`config.mk`:
```
export PLATFORM = sky130hd
export DESIGN_NAME = cc_multispeedcomparator
export DESIGN_NICKNAME = d
export VERILOG_FILES = /design/src/rtl/cc_multispeedcomparator_pkg.sv /design/src/rtl/cc_speedchannel.sv /design/src/rtl/cc_multispeedcomparator.sv
export SDC_FILE = /design/constraint.sdc
export NUM_CORES = 1
export LEC_CHECK = 0
export BUFFER_PORTS_ARGS = -buffer_cell sky130_fd_sc_hd__buf_2
export CORE_ASPECT_RATIO = 1.75
export CORE_MARGIN = 5
export CORE_UTILIZATION = 50
export DETAILED_ROUTE_END_ITERATION = 6
export PLACE_DENSITY = 0.7
export SKIP_LAST_GASP = 1
export SLEW_MARGIN = 40
export SYNTH_ARGS = -nofsm -noshare
export SYNTH_HDL_FRONTEND = slang
export SYNTH_HIERARCHICAL = 1
export SYNTH_SLANG_ARGS = --single-unit
export TNS_END_PERCENT = 5
```
`constraint.sdc`:
```
create_clock -name CC_MULTISPEEDCOMPARATOR_CLOCK_50 -period 2.31 [get_ports CC_MULTISPEEDCOMPARATOR_CLOCK_50]
set_input_delay 0 -clock CC_MULTISPEEDCOMPARATOR_CLOCK_50 [delete_from_list [all_inputs] [get_ports CC_MULTISPEEDCOMPARATOR_CLOCK_50]]
set_output_delay 0 -clock CC_MULTISPEEDCOMPARATOR_CLOCK_50 [all_outputs]
set_load 0.02 [all_outputs]
```
`src/rtl/cc_multispeedcomparator_pkg.sv`:
```
// ---------------------------------------------------------------------------
// cc_multispeedcomparator_pkg
//
// Shared definitions for the multi-channel speed comparator.
//
// Contents:
//   ST_BELOW / ST_ARMING / ST_ABOVE / ST_RELEASING
//       Per-channel alarm FSM state encodings.
//   clog2(value)
//       Ceiling log2, usable in constant expressions.
//   chsel_width(channels)
//       Width of the limit-select bus; it is never narrower than one bit.
//   count_width(persist)
//       Width of the persistence counter. The counter has to hold PERSIST
//       itself without wrapping.
// ---------------------------------------------------------------------------
package cc_multispeedcomparator_pkg;

    // Alarm FSM states. ABOVE and RELEASING both drive the alarm.
    localparam logic [1:0] ST_BELOW     = 2'd0;
    localparam logic [1:0] ST_ARMING    = 2'd1;
    localparam logic [1:0] ST_ABOVE     = 2'd2;
    localparam logic [1:0] ST_RELEASING = 2'd3;

    function automatic int clog2(input int value);
        int result;
        result = 0;
        while ((1 << result) < value) begin
            result = result + 1;
        end
        return result;
    endfunction

    // A single channel still needs a one-bit select port.
    function automatic int chsel_width(input int channels);
        return (channels <= 1) ? 1 : clog2(channels);
    endfunction

    function automatic int count_width(input int persist);
        return (persist < 1) ? 1 : clog2(persist + 1);
    endfunction

endpackage

```
`src/rtl/cc_speedchannel.sv`:
```
// ---------------------------------------------------------------------------
// cc_speedchannel
//
// Single channel of the multi-speed comparator. It holds:
//   - the channel's limit register,
//   - the hi / release comparisons,
//   - the persistence FSM with its counter,
//   - the sticky alarm flag.
//
// Ports:
//   clk          in   rising-edge clock
//   rst_n        in   asynchronous active-low reset
//   sample       in   [DATAWIDTH] speed sample for this channel
//   sample_valid in   sample is present on this edge
//   load         in   active-high limit write, already decoded for this channel
//   load_value   in   [DATAWIDTH] new limit value
//   clear        in   clears the sticky flag
//   alarm_n      out  registered alarm, low in ABOVE and RELEASING
//   sticky       out  set when the alarm is entered; held until cleared
// ---------------------------------------------------------------------------
module cc_speedchannel
    import cc_multispeedcomparator_pkg::*;
#(
    parameter int                   DATAWIDTH  = 8,
    parameter int                   PERSIST    = 3,
    parameter int                   HYST       = 4,
    parameter logic [DATAWIDTH-1:0] LIMIT_INIT = '1
) (
    input  logic                 clk,
    input  logic                 rst_n,
    input  logic [DATAWIDTH-1:0] sample,
    input  logic                 sample_valid,
    input  logic                 load,
    input  logic [DATAWIDTH-1:0] load_value,
    input  logic                 clear,
    output logic                 alarm_n,
    output logic                 sticky
);

    localparam int                   CNTW        = count_width(PERSIST);
    localparam logic [CNTW-1:0]      PERSIST_CNT = CNTW'(PERSIST);
    localparam logic [DATAWIDTH:0]   HYST_EXT    = (DATAWIDTH + 1)'(HYST);

    logic [DATAWIDTH-1:0] limit;
    logic [1:0]           state;
    logic [1:0]           state_nxt;
    logic [CNTW-1:0]      cnt;
    logic [CNTW-1:0]      cnt_nxt;
    logic [CNTW-1:0]      cnt_inc;
    logic                 hi;
    logic                 rel;
    logic                 enter_above;
    logic                 alarm_nxt;

    // The release test uses one extra bit so that sample + HYST cannot
    // overflow. When the limit is at or below HYST, the release test can
    // never be true. A channel in that state leaves the alarm only
    // through a reload or a reset.
    assign hi      = (sample >= limit);
    assign rel     = ({1'b0, limit} > HYST_EXT) &&
                     (({1'b0, sample} + HYST_EXT) < {1'b0, limit});
    assign cnt_inc = cnt + CNTW'(1);

    // Next-state logic for one valid sample. The counter runs toward
    // PERSIST in both directions: it counts consecutive hi samples while
    // arming and consecutive rel samples while releasing.
    always_comb begin
        state_nxt   = state;
        cnt_nxt     = cnt;
        enter_above = 1'b0;
        case (state)
            ST_BELOW: begin
                if (hi) begin
                    if (PERSIST == 1) begin
                        state_nxt   = ST_ABOVE;
                        cnt_nxt     = '0;
                        enter_above = 1'b1;
                    end else begin
                        state_nxt = ST_ARMING;
                        cnt_nxt   = CNTW'(1);
                    end
                end
            end
            ST_ARMING: begin
                if (hi) begin
                    if (cnt_inc == PERSIST_CNT) begin
                        state_nxt   = ST_ABOVE;
                        cnt_nxt     = '0;
                        enter_above = 1'b1;
                    end else begin
                        cnt_nxt = cnt_inc;
                    end
                end else begin
                    state_nxt = ST_BELOW;
                    cnt_nxt   = '0;
                end
            end
            ST_ABOVE: begin
                if (rel) begin
                    if (PERSIST == 1) begin
                        state_nxt = ST_BELOW;
                        cnt_nxt   = '0;
                    end else begin
                        state_nxt = ST_RELEASING;
                        cnt_nxt   = CNTW'(1);
                    end
                end
            end
            ST_RELEASING: begin
                if (rel) begin
                    if (cnt_inc == PERSIST_CNT) begin
                        state_nxt = ST_BELOW;
                        cnt_nxt   = '0;
                    end else begin
                        cnt_nxt = cnt_inc;
                    end
                end else begin
                    state_nxt = ST_ABOVE;
                    cnt_nxt   = '0;
                end
            end
            default: begin
                state_nxt = ST_BELOW;
                cnt_nxt   = '0;
            end
        endcase
    end

    assign alarm_nxt = !((state_nxt == ST_ABOVE) || (state_nxt == ST_RELEASING));

    // Limit register, FSM and alarm flop. A limit write takes priority
    // over a sample on the same edge. The write restarts the channel from
    // BELOW, so a new limit never inherits a half-counted persistence run.
    // The alarm is kept in its own flop. This lets the output come
    // straight from a register.
    always_ff @(posedge clk or negedge rst_n) begin
        if (!rst_n) begin
            limit   <= LIMIT_INIT;
            state   <= ST_BELOW;
            cnt     <= '0;
            alarm_n <= 1'b1;
        end else if (load) begin
            limit   <= load_value;
            state   <= ST_BELOW;
            cnt     <= '0;
            alarm_n <= 1'b1;
        end else if (sample_valid) begin
            state   <= state_nxt;
            cnt     <= cnt_nxt;
            alarm_n <= alarm_nxt;
        end
    end

    // Sticky flag. If an alarm entry and a clear land on the same edge,
    // the entry wins, so that edge's event is not lost.
    always_ff @(posedge clk or negedge rst_n) begin
        if (!rst_n) begin
            sticky <= 1'b0;
        end else begin
            sticky <= (enter_above && sample_valid && !load) || (sticky && !clear);
        end
    end

endmodule

```
`src/rtl/cc_multispeedcomparator.sv`:
```
// ---------------------------------------------------------------------------
// cc_multispeedcomparator
//
// Multi-channel speed comparator. Each channel compares its sample against
// a programmable limit. Each channel raises an active-low alarm after
// PERSIST consecutive samples at or above the limit. The alarm is released
// after PERSIST consecutive samples more than HYST below the limit.
//
// Ports:
//   CC_MULTISPEEDCOMPARATOR_CLOCK_50          in   clock, rising edge
//   CC_MULTISPEEDCOMPARATOR_RESET_InLow       in   asynchronous active-low reset
//   CC_MULTISPEEDCOMPARATOR_data_InBUS        in   [CHANNELS*DATAWIDTH] samples,
//                                                  channel i at [i*DATAWIDTH +: DATAWIDTH]
//   CC_MULTISPEEDCOMPARATOR_dataValid_InHigh  in   all channels sampled this edge
//   CC_MULTISPEEDCOMPARATOR_limit_InBUS       in   [DATAWIDTH] limit write data
//   CC_MULTISPEEDCOMPARATOR_limitSel_InBUS    in   [CHSELW] target channel of the write
//   CC_MULTISPEEDCOMPARATOR_loadSignal_InLow  in   synchronous limit write, active-low
//   CC_MULTISPEEDCOMPARATOR_clear_InHigh      in   clears all sticky flags
//   CC_MULTISPEEDCOMPARATOR_signal_OutLow     out  [CHANNELS] per-channel alarm, active-low
//   CC_MULTISPEEDCOMPARATOR_any_OutLow        out  low when any channel is in alarm
//   CC_MULTISPEEDCOMPARATOR_sticky_OutHigh    out  [CHANNELS] latched alarm-entry flags
// ---------------------------------------------------------------------------
module cc_multispeedcomparator
    import cc_multispeedcomparator_pkg::*;
#(
    parameter int                   DATAWIDTH  = 8,
    parameter int                   CHANNELS   = 4,
    parameter int                   PERSIST    = 3,
    parameter int                   HYST       = 4,
    parameter logic [DATAWIDTH-1:0] LIMIT_INIT = '1,
    localparam int                  CHSELW     = chsel_width(CHANNELS)
) (
    input  logic                          CC_MULTISPEEDCOMPARATOR_CLOCK_50,
    input  logic                          CC_MULTISPEEDCOMPARATOR_RESET_InLow,
    input  logic [CHANNELS*DATAWIDTH-1:0] CC_MULTISPEEDCOMPARATOR_data_InBUS,
    input  logic                          CC_MULTISPEEDCOMPARATOR_dataValid_InHigh,
    input  logic [DATAWIDTH-1:0]          CC_MULTISPEEDCOMPARATOR_limit_InBUS,
    input  logic [CHSELW-1:0]             CC_MULTISPEEDCOMPARATOR_limitSel_InBUS,
    input  logic                          CC_MULTISPEEDCOMPARATOR_loadSignal_InLow,
    input  logic                          CC_MULTISPEEDCOMPARATOR_clear_InHigh,
    output logic [CHANNELS-1:0]           CC_MULTISPEEDCOMPARATOR_signal_OutLow,
    output logic                          CC_MULTISPEEDCOMPARATOR_any_OutLow,
    output logic [CHANNELS-1:0]           CC_MULTISPEEDCOMPARATOR_sticky_OutHigh
);

    logic [CHANNELS-1:0] load_ch;

    // One channel per generate iteration. The write strobe is decoded per
    // channel. A select value at or above CHANNELS matches no iteration,
    // so such a write is dropped.
    for (genvar i = 0; i < CHANNELS; i++) begin : g_channel
        assign load_ch[i] = !CC_MULTISPEEDCOMPARATOR_loadSignal_InLow &&
                            (CC_MULTISPEEDCOMPARATOR_limitSel_InBUS == CHSELW'(i));

        cc_speedchannel #(
            .DATAWIDTH  (DATAWIDTH),
            .PERSIST    (PERSIST),
            .HYST       (HYST),
            .LIMIT_INIT (LIMIT_INIT)
        ) u_channel (
            .clk          (CC_MULTISPEEDCOMPARATOR_CLOCK_50),
            .rst_n        (CC_MULTISPEEDCOMPARATOR_RESET_InLow),
            .sample       (CC_MULTISPEEDCOMPARATOR_data_InBUS[i*DATAWIDTH +: DATAWIDTH]),
            .sample_valid (CC_MULTISPEEDCOMPARATOR_dataValid_InHigh),
            .load         (load_ch[i]),
            .load_value   (CC_MULTISPEEDCOMPARATOR_limit_InBUS),
            .clear        (CC_MULTISPEEDCOMPARATOR_clear_InHigh),
            .alarm_n      (CC_MULTISPEEDCOMPARATOR_signal_OutLow[i]),
            .sticky       (CC_MULTISPEEDCOMPARATOR_sticky_OutHigh[i])
        );
    end

    // The aggregate alarm is derived combinationally from the registered
    // per-channel alarms. It therefore adds no extra cycle of latency.
    assign CC_MULTISPEEDCOMPARATOR_any_OutLow = &CC_MULTISPEEDCOMPARATOR_signal_OutLow;

endmodule

```
Word-level counts from Yosys, hierarchy flattened
Index checks and enable logic that the tools add are counted.
{ "op_classes": {"n_reduce_logical": 52, "muxes": 88, "n_addsub": 8, "n_lt_le_gt_ge": 12, "eq_ne": 35} }
{ "ops": {"columns": ["cell", "n"], "rows": [
  ["2-to-1 mux 2 bit", 60],
  ["one-hot mux 2 bit (4 select lines)", 8],
  ["== test 2 bit, second input constant", 22],
  ["adder 8 x 3 -> 9 bit, second input constant", 4],
  ["less-than comparator 9 x 8 -> 1 bit", 4],
  [">= comparator 8 bit", 4],
  ["> comparator 8 x 3 -> 1 bit, second input constant", 4],
  ["!= test 3 x 1 -> 1 bit, second input constant", 8],
  ["logical AND 1 bit", 20],
  ["2-to-1 mux 1 bit", 20],
  ["AND reduction 3 bit", 4],
  ["== test 2 x 1 -> 1 bit, second input constant", 5],
  ["logical NOT 1 bit", 10],
  ["logical NOT 2 bit", 5],
  ["adder 2 x 1 -> 2 bit, second input constant", 4],
  ["logical OR 1 bit", 8],
  ["nonzero test 2 bit", 4],
  ["AND reduction 4 bit", 1]
]} }
{ "word_totals": {"register_bits": 56, "word_cells": 215, "in_bits": 47, "out_inout_bits": 9} }

Longest topological paths before layout
{ "depth": {"depth_word": 10, "depth_mapped": 10, "ltp_nobuf": 10} }

Cells and area by module
The synthesis kept the hierarchy.
{ "modules_own_cells": {"columns": ["module", "n_inst", "cells_per_inst", "area_per_inst_um2", "seq_area_each_um2"], "rows": [
  ["cc_speedchannel at g_channel[2].u_channel ...", 2, 121, 1117.3, 361.6],
  ["cc_speedchannel at g_channel[0].u_channel ...", 2, 112, 1036.0, 361.6],
  ["cc_multispeedcomparator", 1, 5, 38.8, 0.0]
]} }

Worst setup path before layout
OpenSTA, ideal clock, no wires.
{ "synth_timing": {"kind": "register -> register", "startpoint": "reg g_channel[0].u_channel.limit[1]", "endpoint": "reg g_channel[0].u_channel.cnt[1]", "path_buffers": 0, "arrival_time_ns": 2.026, "period_less_slack_ns": 2.108, "slack_ns": 0.202, "required_ns": 2.228, "stages_incl_launch_ff": 9, "setup_ns": 0.082, "path_cell_list": "dfstp_2 > inv_1 > ha_1 > nor2b_1 > o31ai_1 > a31oi_1 > a2bb2oi_1 > or4_1 > a31oi_1"} }
{ "synth_via": {"elab_chain_len": 6, "elab_cells_between_ends": 12, "classes_between": "order compare (3); eq/ne (2); mux (5); reduce/logical (2)"} }
{ "synth_lines": {"columns": ["element", "line", "text"], "rows": [
  ["start, declared", "cc_speedchannel.sv:44", "logic [DATAWIDTH-1:0] limit;"],
  ["start signal, assigned", "cc_speedchannel.sv:143", "limit <= load_value;"],
  ["less-than comparator 9 x 8 -> 1 bit / > comparator 8 x 3 -> 1 bit (equally long branches)", "cc_speedchannel.sv:61, cc_speedchannel.sv:60", null],
  ["logical AND 1 bit", "cc_speedchannel.sv:60", "assign rel = ({1'b0, limit} > HYST_EXT) &&"],
  ["2-to-1 mux 2 bit", "cc_speedchannel.sv:110", "if (rel) begin"],
  ["one-hot mux 2 bit (4 select lines)", "cc_speedchannel.sv:71", "case (state)"],
  ["2-to-1 mux 2 bit", "cc_speedchannel.sv:147", "end else if (sample_valid) begin"],
  ["2-to-1 mux 2 bit", "cc_speedchannel.sv:142", "end else if (load) begin"],
  ["end signal, assigned", "cc_speedchannel.sv:149", "cnt <= cnt_nxt;"],
  ["end, declared", "cc_speedchannel.sv:47", "logic [CNTW-1:0] cnt;"]
]} }
Parallel ways exist; a longest one is shown, timed or not. The select of a mux whose other input is x is not followed.
A chain may end at the register's enable or synchronous reset.

Final worst setup path
{ "layout_timing": {"startpoint": "reg g_channel[0].u_channel.limit[1]", "endpoint": "reg g_channel[0].u_channel.state[1]"} }
{ "layout_via": {"elab_chain_len": 6, "elab_cells_between_ends": 11, "classes_between": "order compare (3); mux (7); reduce/logical (1)"} }
{ "layout_lines": {"columns": ["element", "line", "text"], "rows": [
  ["less-than comparator 9 x 8 -> 1 bit / > comparator 8 x 3 -> 1 bit (equally long branches)", "cc_speedchannel.sv:61, cc_speedchannel.sv:60", null],
  ["logical AND 1 bit", "cc_speedchannel.sv:60", null],
  ["2-to-1 mux 2 bit (on tied branches)", "cc_speedchannel.sv:110, cc_speedchannel.sv:99", null],
  ["one-hot mux 2 bit (4 select lines) (*)", "cc_speedchannel.sv:71", null],
  ["2-to-1 mux 2 bit (*)", "cc_speedchannel.sv:147", null],
  ["2-to-1 mux 2 bit (*)", "cc_speedchannel.sv:142", null],
  ["end signal, assigned", "cc_speedchannel.sv:148", "state <= state_nxt;"],
  ["end, declared", "cc_speedchannel.sv:45", "logic [1:0] state;"]
]} }
Mark *: on every way between the ends. The rest lies on a longest branch, timed or not. The select of a mux whose other input is x is not followed.

==> reports/qor.txt <==
Initial core utilization: 50.44%
Global-route wire length before repair: 17430 um
ANT cells: 0
M3 GR Usage: 2.097%
Crit-path max FO: 2
Peak supply drop: 0.3355 mV
Internal power consumption: 0.002418 W
1st-pass router iterations: 4
Worst-path cell chain: inv_1 > ha_1 > nor2b_1 > o31ai_1 > a31oi_1 > nor4_1 > a41o_1 > a21oi_1
Number of instances in the synthesized netlist: 471
Drt initial violations: 191
Critical Path AT: 2.40 ns
Critical path class: reg -> reg
Top cell type's share of synthesized area: 21.77%
Clock root buffer: clkbuf_16
Hold slack final: 0.01474 ns
Most used flip-flop cell after synthesis: dfstp_2
GRT Util Overall: 20.33%
Global-route track usage on met1: 23.53%
Sw power: 0.001204 W
Area of the die: 10730 um^2
Average size of a mapped cell: 9.226 um^2
Clock Tree Buf Depth: 2
Clock share of power: 25.4%
Number of clock buffers inserted by TritonCTS: 5
Leftover overflow at the end of global routing: 0
Clock transition at the registers of the reported paths: 0.07 ns
Worst endpoint required time: 2.48 ns
Post-DRT Antenna Nets: 0
Part of the Yosys area used for sequential elements: 33.29%
Skew-Pair Late Insertion Delay: 0.29 ns
Vias per cell: 5.709
Pin count of the biggest net entering global routing: 44
CP bufs+invs: 1
DRT Wirelength: 10480 um
Number of cells in the design after placement: 644
Combinational Power Share: 36.1%
Worst path max stage delay: 0.53 ns
Slew HR: 63.72%
Core region area: 8615 um^2
Number of setup buffers added after CTS: 0
Synth Net Count: 578
Synthesized flop and latch total: 56
Final net count: 648
I/O pins: 56
Routing layer with the top usage in global route: met2
Final estimated routing congestion in global placement: 0.8741
Initial antenna violation count: 0
Static Leak: 2.302 nW
Number of max-slew violations in the final report: 0
Share of synthesized flip-flops with an asynchronous set or reset: 100.0%
# fillers: 782
# clock sinks: 56
Number of enable flip-flop cells after synthesis: 0
Shortest period the worst path allows: 2.225 ns
Count of unique library cells instantiated by Yosys: 52
Sw frac: 33.24%
Path class of the lowest-slack min-delay path: in -> reg
Layout area overhead: 18.28%
Commonest non-fill, non-tap cell in the layout: ha_1
Area of the mapped netlist: 4345 um^2
Library cell occupying the most area in the post-synthesis netlist: dfstp_2
Slew @ Worst Pin: 0.5441 ns
Remaining routing DRC violations: 0
Die X-Extent: 80.47 um
Worst path top cell family by delay: compound AO/OA/AOI/OAI gates
RSZ-0062 raised after global routing: true
Vias in the first global route: 3890
Sequential Power Share: 38.4%
Floorplan die height: 133.3 um
Post-route insts no fill: 659
Worst setup EP type: flip-flop
Average wire per standard cell: 15.90 um
Total vias in the final route: 3762
Number of levels in the clock H-tree: 2
Maximum operating frequency: 449.5 MHz
Quantity of I/O buffers inserted on ports: 55
Dominant cells by area after synthesis: dfstp_2 (22%), ha_1 (17%), dfrtp_1 (12%), o21ai_0 (4.8%), inv_1 (4.7%)
Critical path's slowest cell: dfstp_2
CTS tree: built
Max-capacitance violation count: 0
CP startpoint kind: flip-flop
Final Hold Violating Endpoints: 0
Power Dens Cells: 704.5 nW/um^2
Standard-cell rows: 45
Period utilisation layout: 96.30%
Warnings, synthesis: 6
Post-route cell area: 5140 um^2
Met2 Usage GRT: 36.90%
Final HPWL DP: 8448 um
Status: finished, final reports clean
Skew final: 0.002936 ns
Fraction of layout cells with a size suffix above 1: 25.83%
Commonest cells after routing, fill and taps aside: ha_1 (59), inv_1 (54), buf_2 (54), nand2_1 (42), o21ai_0 (41)
Final setup violation count: 0
Area post-placement: 4822 um^2
## area by class of cell
type | instances | area, um^2 | area share [%]
clock buffers | 7 | 153.9 | 2.994
inverters | 54 | 202.7 | 3.944
repair buffers | 71 | 415.4 | 8.082
flip-flops and latches | 56 | 1446 | 28.14
multi-input cells | 353 | 2745 | 53.41
clock inverters | 1 | 30.03 | 0.5842
well taps | 117 | 146.4 | 2.848
## worst paths after layout
| kind | startpoint | endpoint | slack (ns) | cells after the start |
|---|---|---|---|---|
| worst max-delay path | g_channel[0].u_channel/limit[1] | g_channel[0].u_channel/state[1] | 0.09 | 8 |
| worst min-delay path | CC_MULTISPEEDCOMPARATOR_limit_InBUS[5] | g_channel[2].u_channel/limit[5] | 0.01 | 3 |
| worst max register to register | g_channel[0].u_channel/limit[1] | g_channel[0].u_channel/state[1] | 0.09 | 8 |
| worst min register to register | g_channel[3].u_channel/sticky | g_channel[3].u_channel/sticky | 0.50 | 1 |
| max in group asynchronous | CC_MULTISPEEDCOMPARATOR_RESET_InLow | g_channel[2].u_channel/limit[0] | 1.46 | 3 |
| min in group asynchronous | CC_MULTISPEEDCOMPARATOR_RESET_InLow | g_channel[0].u_channel/state[0] | 0.23 | 2 |
## registers in the layout, summed over array words and instances (netlist names)
register	flops
g_channel.u_channel/state	8
g_channel.u_channel/limit	32
g_channel.u_channel/sticky	4
g_channel.u_channel/alarm_n	4
g_channel.u_channel/cnt	8
## repair_timing
action | CTS | global route
setup endpoints to repair | 4 | 7
gates resized for setup | 3 | 8
hold buffers | 7 | 0
pin swaps | 0 | 10
hold endpoints to repair | 38 | 0
## per-stage QoR
step | total power [W] | utilization (%) | setup TNS, ns | worst slack, ns
floorplan | 0.002270 | - | 0 | 0.2016
global placement | 0.002612 | 55.95 | 0 | 0.03717
detailed placement | 0.002656 | 55.98 | -0.1143 | -0.07308
CTS | 0.003610 | 59.17 | -0.003210 | -0.003210
global route | 0.003866 | 59.67 | -0.07401 | -0.03334
finish | 0.003621 | 59.67 | 0 | 0.08536
## synthesized netlist by cell type (7+ instances only)
cell type / n
a21oi_1: 14
and3_1: 8
clkbuf_1: 8
dfrtp_1: 20
dfstp_2: 36
ha_1: 60
inv_1: 54
nand2_1: 42
nand2b_1: 8
nand3_1: 20
nor2_1: 12
nor2b_1: 10
nor3_1: 7
nor4_1: 8
o21a_1: 10
o21ai_0: 42
xnor2_1: 12
## layer usage
layer | vias to the layer above | part of all wire, %
met5 | - | 0
met2 | 70 | 54
met1 | 1815 | 40
li1 | 1859 | -
met3 | 18 | 3.1
met4 | 0 | 2.8
## logic make-up after synthesis
family | count (synthesis) | synth area share, %
compound gates | 134 | 21.94
xor+xnor | 16 | 3.225
fa+ha+maj | 60 | 17.28
buf+inv | 62 | 5.356
flops | 56 | 33.29
mux | 6 | 1.555
simple gates | 137 | 17.36
## power groups by stage
stage	clock network [W]	registers [W]	logic, W
5_1_grt	0.000974	0.00142	0.00147
6_report	0.000921	0.00139	0.00131
2_1_floorplan	0	0.00137	0.000897
4_1_cts	0.000934	0.00139	0.00129
3_3_place_gp	0	0.00140	0.00121
3_5_place_dp	0	0.00140	0.00125
## worst min-delay path, delay by kind of cell
kind | cells | cell delay (ns)
compound gates | 1 | 0.07
buf+inv | 1 | 0.15
simple gates | 1 | 0.07
Power figures use the tool's default switching activity.
